File: config.mk
export PLATFORM = sky130hd
export DESIGN_NAME = vx_bank_rsp_queue
export DESIGN_NICKNAME = d
export VERILOG_FILES = /design/src/rtl/vx_bank_rsp_queue.sv
export SDC_FILE = /design/constraint.sdc
export NUM_CORES = 1
export LEC_CHECK = 0
export ABC_AREA = 1
export BUFFER_PORTS_ARGS = -buffer_cell sky130_fd_sc_hd__buf_4
export CAP_MARGIN = 10
export CORE_MARGIN = 3
export CORE_UTILIZATION = 33
export CTS_BUF_LIST = sky130_fd_sc_hd__clkbuf_8
export DETAILED_ROUTE_END_ITERATION = 12
export RECOVER_POWER = 100
export SYNTH_ARGS = -nofsm -noshare
export SYNTH_HDL_FRONTEND = slang
export SYNTH_SLANG_ARGS = --single-unit
export TNS_END_PERCENT = 20
File: constraint.sdc
create_clock -name clk -period 10.5 [get_ports clk]
set_input_delay 1.05 -clock clk [delete_from_list [all_inputs] [get_ports clk]]
set_output_delay 1.05 -clock clk [all_outputs]
set_load 0.03 [all_outputs]
File: src/rtl/vx_bank_rsp_queue.sv
// Bank response queue: aligns request metadata with the registered data-store read,
// picks the addressed word and buffers responses. Optional perf counters: VX_BANK_RSPQ_PERF_EN.
module vx_bank_rsp_queue #(
  parameter int CACHE_LINE_SIZE = 64,
  parameter int WORD_SIZE       = 4,
  parameter int RSPQ_SIZE       = 4,
  parameter int TAG_WIDTH       = 16,
  parameter int NUM_REQS        = 4,
  localparam int TID_W  = (NUM_REQS > 1) ? $clog2(NUM_REQS) : 1,
  localparam int WSEL_W = ((CACHE_LINE_SIZE / WORD_SIZE) > 1) ? $clog2(CACHE_LINE_SIZE / WORD_SIZE) : 1
) (
  input  logic                         clk,
  input  logic                         reset,
  input  logic                         rd_valid,
  output logic                         rd_ready,
  input  logic [WSEL_W-1:0]            rd_wsel,
  input  logic [TAG_WIDTH-1:0]         rd_tag,
  input  logic [TID_W-1:0]             rd_tid,
  input  logic [CACHE_LINE_SIZE*8-1:0] line_data,
  output logic                         core_rsp_valid,
  input  logic                         core_rsp_ready,
  output logic [WORD_SIZE*8-1:0]       core_rsp_data,
  output logic [TAG_WIDTH-1:0]         core_rsp_tag,
  output logic [TID_W-1:0]             core_rsp_tid,
  output logic                         almost_full
`ifdef VX_BANK_RSPQ_PERF_EN
  ,
  output logic [31:0]                  perf_rsp_stalls,
  output logic [31:0]                  perf_issue_stalls
`endif
);

  localparam int WORD_W    = WORD_SIZE * 8;
  localparam int NUM_WORDS = CACHE_LINE_SIZE / WORD_SIZE;
  localparam int PTR_W     = $clog2(RSPQ_SIZE);
  localparam int CNT_W     = PTR_W + 1;

  localparam logic [CNT_W:0]   RES_FULL = (CNT_W+1)'(RSPQ_SIZE);
  localparam logic [CNT_W:0]   RES_AF   = (CNT_W+1)'(RSPQ_SIZE - 1);
  localparam logic [CNT_W-1:0] CNT_FULL = CNT_W'(RSPQ_SIZE);

  // S1 metadata, aligned with line_data one cycle after issue
  logic                 s1_valid;
  logic [WSEL_W-1:0]    s1_wsel;
  logic [TAG_WIDTH-1:0] s1_tag;
  logic [TID_W-1:0]     s1_tid;

  logic [WORD_W-1:0]    data_mem [RSPQ_SIZE];
  logic [TAG_WIDTH-1:0] tag_mem  [RSPQ_SIZE];
  logic [TID_W-1:0]     tid_mem  [RSPQ_SIZE];
  logic [PTR_W-1:0]     wr_ptr;
  logic [PTR_W-1:0]     rd_ptr;
  logic [CNT_W-1:0]     count;

  logic                 rd_ready_r;
  logic                 almost_full_r;

  logic                 fire;
  logic                 push;
  logic                 pop;
  logic [WORD_W-1:0]    line_words [NUM_WORDS];
  logic [WORD_W-1:0]    s1_word;
  logic [CNT_W-1:0]     count_n;
  logic [CNT_W:0]       reserved_n;

  for (genvar gi = 0; gi < NUM_WORDS; gi++) begin : g_words
    assign line_words[gi] = line_data[gi*WORD_W +: WORD_W];
  end

  assign s1_word        = line_words[s1_wsel];
  assign fire           = rd_valid & rd_ready_r;
  assign push           = s1_valid;
  assign core_rsp_valid = (count != '0);
  assign pop            = core_rsp_valid & core_rsp_ready;

  assign rd_ready       = rd_ready_r;
  assign almost_full    = almost_full_r;
  assign core_rsp_data  = data_mem[rd_ptr];
  assign core_rsp_tag   = tag_mem[rd_ptr];
  assign core_rsp_tid   = tid_mem[rd_ptr];

  // Credits look at next-cycle occupancy plus the read about to land in S1,
  // so a same-cycle pop only frees its slot for the following cycle.
  always_comb begin
    count_n = count;
    case ({push, pop})
      2'b10:   count_n = count + 1'b1;
      2'b01:   count_n = count - 1'b1;
      default: count_n = count;
    endcase
    reserved_n = {1'b0, count_n} + (CNT_W+1)'(fire);
  end

  always_ff @(posedge clk) begin
    if (reset) begin
      s1_valid      <= 1'b0;
      s1_wsel       <= '0;
      s1_tag        <= '0;
      s1_tid        <= '0;
      wr_ptr        <= '0;
      rd_ptr        <= '0;
      count         <= '0;
      rd_ready_r    <= 1'b1;
      almost_full_r <= 1'b0;
    end else begin
      s1_valid <= fire;
      if (fire) begin
        s1_wsel <= rd_wsel;
        s1_tag  <= rd_tag;
        s1_tid  <= rd_tid;
      end
      if (push) begin
        wr_ptr <= wr_ptr + 1'b1;
      end
      if (pop) begin
        rd_ptr <= rd_ptr + 1'b1;
      end
      count         <= count_n;
      rd_ready_r    <= (reserved_n < RES_FULL);
      almost_full_r <= (reserved_n >= RES_AF);
    end
  end

  // Storage is cleared on reset so the head outputs read as zero when idle.
  always_ff @(posedge clk) begin
    if (reset) begin
      for (int unsigned i = 0; i < RSPQ_SIZE; i++) begin
        data_mem[i] <= '0;
        tag_mem[i]  <= '0;
        tid_mem[i]  <= '0;
      end
    end else if (push) begin
      data_mem[wr_ptr] <= s1_word;
      tag_mem[wr_ptr]  <= s1_tag;
      tid_mem[wr_ptr]  <= s1_tid;
    end
  end

`ifdef VX_BANK_RSPQ_PERF_EN
  always_ff @(posedge clk) begin
    if (reset) begin
      perf_rsp_stalls   <= '0;
      perf_issue_stalls <= '0;
    end else begin
      if (core_rsp_valid && !core_rsp_ready && (perf_rsp_stalls != '1)) begin
        perf_rsp_stalls <= perf_rsp_stalls + 32'd1;
      end
      if (rd_valid && !rd_ready_r && (perf_issue_stalls != '1)) begin
        perf_issue_stalls <= perf_issue_stalls + 32'd1;
      end
    end
  end
`endif

`ifndef SYNTHESIS
  a_no_overflow: assert property (@(posedge clk) disable iff (reset)
    !(push && (count == CNT_FULL)))
    else $error("response queue push while full");
`endif

endmodule

Word level (Yosys, flattened, before mapping)
Memory sizes are Yosys's and may differ from the RTL's. A register that Yosys moved wholly into a read port is not among the register bits.
Cells that the tools add are included.
W data, S select, Z words.
{ "totals": {"ff_bits": 32, "wordCells": 53, "inputBits": 538, "mem_bits_rw": 200, "memories": 3} }
{ "classes": {"n_reduce_logical": 4, "mux": 24, "bitwise": 3, "order_cmp": 3, "addsub": 5, "eq_ne": 2} }
{ "memory_table": {"columns": ["name", "depth", "word_bits", "read_ports", "rd_clocked_by_memory_dff", "write_ports", "line_no", "source"], "rows": [
  ["data_mem", 4, 32, 1, 1, 4, "48", "logic [WORD_W-1:0] data_mem [RSPQ_SIZE];"],
  ["tag_mem", 4, 16, 1, 1, 4, "49", "logic [TAG_WIDTH-1:0] tag_mem [RSPQ_SIZE];"],
  ["tid_mem", 4, 2, 1, 1, 4, "50", "logic [TID_W-1:0] tid_mem [RSPQ_SIZE];"]
]} }
{ "op_table": {"columns": ["cell", "n"], "rows": [
  ["$bmux W32 S4", 1],
  ["$mux W32", 3],
  ["$reduce_or A32 Y1", 1],
  ["$mux W2", 10],
  ["$mux W16", 1],
  ["$reduce_or A16 Y1", 1],
  ["$mux W1", 8],
  ["$pmux W3 S2", 1],
  ["$ge A5 B5 Y1 const B", 1],
  ["$not A4 Y5", 1],
  ["$add A2 B1 Y2 const B", 2],
  ["$add A3 B1 Y4", 1],
  ["$ge A4 B2 Y1 const B", 1],
  ["$lt A4 B3 Y1 const B", 1],
  ["$add A3 B1 Y3 const B", 1],
  ["$reduce_bool A3 Y1", 1],
  ["$sub A3 B1 Y3 const B", 1],
  ["$and A1 B1 Y1", 2],
  ["$eq A2 B1 Y1 const B", 1],
  ["$eq A2 B2 Y1 const B", 1],
  ["$reduce_or A2 Y1", 1]
]} }

Logic depth before layout (Yosys ltp)
{ "logic_depth": {"depth_word": 6, "ltp_mapped": 15} }

Worst setup path after synthesis
OpenSTA, ideal clock, no wires.
{ "synth_timing": {"path_type": "register to register", "from": "register wr_ptr[0]", "to": "memory data_mem[3][0] in the netlist's numbering, enable pin", "setup_ns": 0.529, "period_less_slack_ns": 4.549, "setup_slack_ns": 5.951, "stages_incl_launch_ff": 3, "arrival_time_ns": 4.020, "path_cell_list": "dfxtp_1 -> nand2_1 -> o21ai_0"} }
{ "synth_lines": {"columns": ["item", "line_no", "source"], "rows": [
  ["start: declaration", "51", "logic [PTR_W-1:0] wr_ptr;"],
  ["start signal: assignment", "113", "wr_ptr <= wr_ptr + 1'b1;"],
  ["end: declaration", "48", null]
]} }

==> flow_metrics.tcl <==
set metrics [dict create \
    status "finished with violations" \
    violations "max-capacitance violations, max-slew violations" \
    cts_buffer_depth 3 \
    setup_viol 0 \
    min_path_cells 2 \
    r2r-start "push$_SDFF_PP0_" \
    tns_ns 0 \
    die_y_um 229.1 \
    rr_worst_depth 9 \
    io_buffers 590 \
    fin_crit_ns 6.853 \
    final_antenna_net_count 0 \
    htreeDepth 2 \
    yosysWarnings 0 \
    grt_pass1_wl_um 103800 \
    wl_per_cell_um 20.46 \
    ff2ff_setup_slack_ns 4.03 \
    netlist_instances 2324 \
    skew_ns 0.01759 \
    netlist_area_um2 16420 \
    grt_use_total_pct 25.85 \
    cts_root_buf "clkbuf_8" \
    hold_violations 0 \
    totalWireLength_um 71640 \
    ys_seq_area_share_pct 40.73 \
    cts.sinks 234 \
    ios 591 \
    n_fill_cell 5288 \
    total_leakage_power_nw 10.60 \
    syn_to_final_growth_pct 30.30 \
    syn_nets 2866 \
    r2r-end "data_mem[2][6]$_SDFFCE_PN0P_" \
    ir_drop_v 0.00008305 \
    syn_avg_cell_area_um2 7.065 \
    fin_crit_sh_pct 65.27 \
    maxCapViolCount 7 \
    coreArea_um2 49050 \
    postCtsHoldBufs 0 \
    cp_max_fo 70 \
    pre_cts_ws_ns 5.816 \
    ys_ff_latch 234 \
    cts_resized 0 \
    drtIter0Drc 1514 \
    rows 81 \
    nNetsFinal 3347 \
    relSlewSlack_pct -145.6 \
    clock_latency_ns 0.52 \
    cts_tree "done" \
    m1WireLength_um 30770 \
    route.met3.wl_um 5113 \
    post-route-drc-count 0 \
    highest_layer "met5" \
    cellPowerDensity_nw_per_um2 154.3 \
    grt_max_degree 166 \
    cp-end-kind "register" \
    hold_class "register to register" \
    worstMarginPinSlew_ns 3.684 \
    cts_made_buffers 38 \
    dr_total_vias 17500 \
    crit_type "input pin to register" \
    route.detailed.vias_per_inst 4.996 \
    worstPathRequired_ns 10.48 \
    grt_pass1_vias 16690 \
    clk_pin_slew_worst_paths_ns 0.06 \
    drive_gt1_share_pct 26.08 \
    die_w_um 229.1 \
    worstHoldStart "rd_ptr[1]$_SDFFE_PP0N_" \
    synth_cell_type_count 26 \
    cts_setup_buffers 0 \
    gp_congestion 0.9637 \
    rsz0062_at_grt "false" \
    max_freq_mhz 145.9 \
    total_power_w 0.003300 \
    fin_ws_ns 3.647 \
    post-dp-hpwl_um 52120 \
    drtPass1Iterations 6 \
    die_area_um2 52460 \
    antenna_found_initial 8 \
    holdWs_ns 0.4676 \
    met2_length_um 34280 \
    start_util_pct 33.47 \
    critPathLaunchType "input pin" \
    overflow 0 \
    arrival_ns 6.83 \
    finalMaxSlewViolations 386 \
]
[worst max path at each step]
stage,start,endpoint,cells after the start
final,reset,data_mem[2][6]$_SDFFCE_PN0P_,9
after global routing,register,core_rsp_data[14],5
after CTS,register,core_rsp_data[14],5
after detailed placement,reset,data_mem[0][4]$_SDFFCE_PN0P_,8
after global placement,reset,data_mem[0][4]$_SDFFCE_PN0P_,8
after floorplan,wr_ptr[0]$_SDFFE_PP0P_,data_mem[3][0]$_DFFE_PP_,2
[state kept, by name, summed over array words and instances, names as in the netlist, named ones only]
signal / cells
data_mem: 128
tag_mem: 64
s1_tag: 16
tid_mem: 8
s1_wsel: 4
count: 3
rd_ptr: 2
s1_tid: 2
wr_ptr: 2
almost_full: 1
push: 1
rd_ready: 1
[critical path, stage by stage]
cell      delay (ns)
clkbuf_1        0.22
nor2_1          0.13
clkinv_1        0.06
clkbuf_1        2.56
nor2_1          0.24
nand2_2         0.15
buf_4           0.58
nand2_1         0.84
clkbuf_1        0.93
[per-stage QoR]
step           std cells  util, %  cell area [um2]
2_1_floorplan       2324        -            16420
3_3_place_gp        3428    42.59            20890
3_5_place_dp        3428    42.59            20890
4_1_cts             3497    44.00            21580
5_1_grt             3500    43.60            21390
6_report            3502    43.61            21390
[synth_stat cells]
master | count | area (um2)
a21oi_1 | 157 | 785.8
and2_1 | 1 | 6.260
buf_1 | 10 | 37.54
buf_12 | 2 | 40.04
buf_2 | 59 | 295.3
buf_4 | 11 | 82.58
buf_6 | 24 | 270.3
buf_8 | 1 | 15.01
clkbuf_1 | 60 | 225.2
dfxtp_1 | 34 | 680.7
edfxtp_1 | 200 | 6006
fa_1 | 1 | 20.02
ha_1 | 3 | 37.54
inv_1 | 291 | 1092
inv_2 | 2 | 7.510
inv_8 | 1 | 11.26
nand2_1 | 762 | 2860
nand2_2 | 24 | 150.1
nand3_1 | 223 | 1116
nand3_2 | 104 | 1041
nand4_1 | 1 | 6.260
nor2_1 | 158 | 593.1
nor3_1 | 18 | 90.09
o21ai_0 | 126 | 630.6
o21ai_1 | 1 | 5.000
o22ai_1 | 50 | 312.8
[layer usage]
metal  vias to the layer above  track usage, %
li1                       8461               -
met1                      8268           35.52
met2                       690           43.17
met3                        73           3.856
met4                         4           5.706
met5                         -               0
[cells by family (layout without fill, tap and decap cells)]
| group | after synthesis | in the layout | share of synthesized area [%] |
|---|---|---|---|
| DFF | 234 | 234 | 40.73 |
| and+or+nand+nor | 1291 | 1291 | 35.71 |
| adders and majority gates | 4 | 4 | 0.3506 |
| AOI/OAI and AO/OA | 334 | 334 | 10.56 |
| buffers and inverters | 461 | 971 | 12.65 |
| other | 0 | 4 | 0 |
[cell type report]
cell class                      instances  area [um2]  share of cell area [%]
Inverter                              294        1115                   5.211
Sequential cell                       234        6700                   31.32
Antenna cell                            4       10.01                 0.04679
Multi-Input combinational cell       1629        7674                   35.87
Tap cell                              664       830.8                   3.883
Timing Repair Buffer                  608        4370                   20.43
Clock buffer                           43       591.8                   2.766
Clock inverter                         26       101.3                  0.4737
[placed cells by master, fill, tap and decap left out, types with 43 or more instances in the layout]
| cell type | count |
|---|---|
| nand3_1 | 222 |
| inv_1 | 303 |
| edfxtp_1 | 200 |
| nor2_1 | 158 |
| nand2_1 | 761 |
| nand3_2 | 105 |
| a21oi_1 | 157 |
| o21ai_0 | 126 |
| buf_4 | 549 |
| clkbuf_8 | 43 |
| clkbuf_1 | 57 |
| o22ai_1 | 50 |
[report_power, final]
| part | switching, W | total, W | internal, W |
|---|---|---|---|
| sequential | 0.0000952 | 0.00118 | 0.00108 |
| combinational | 0.000958 | 0.00139 | 0.000436 |
| clock | 0.000354 | 0.000728 | 0.000374 |
| total | 0.00141 | 0.00330 | 0.00189 |
Power figures use the tool's default switching activity.
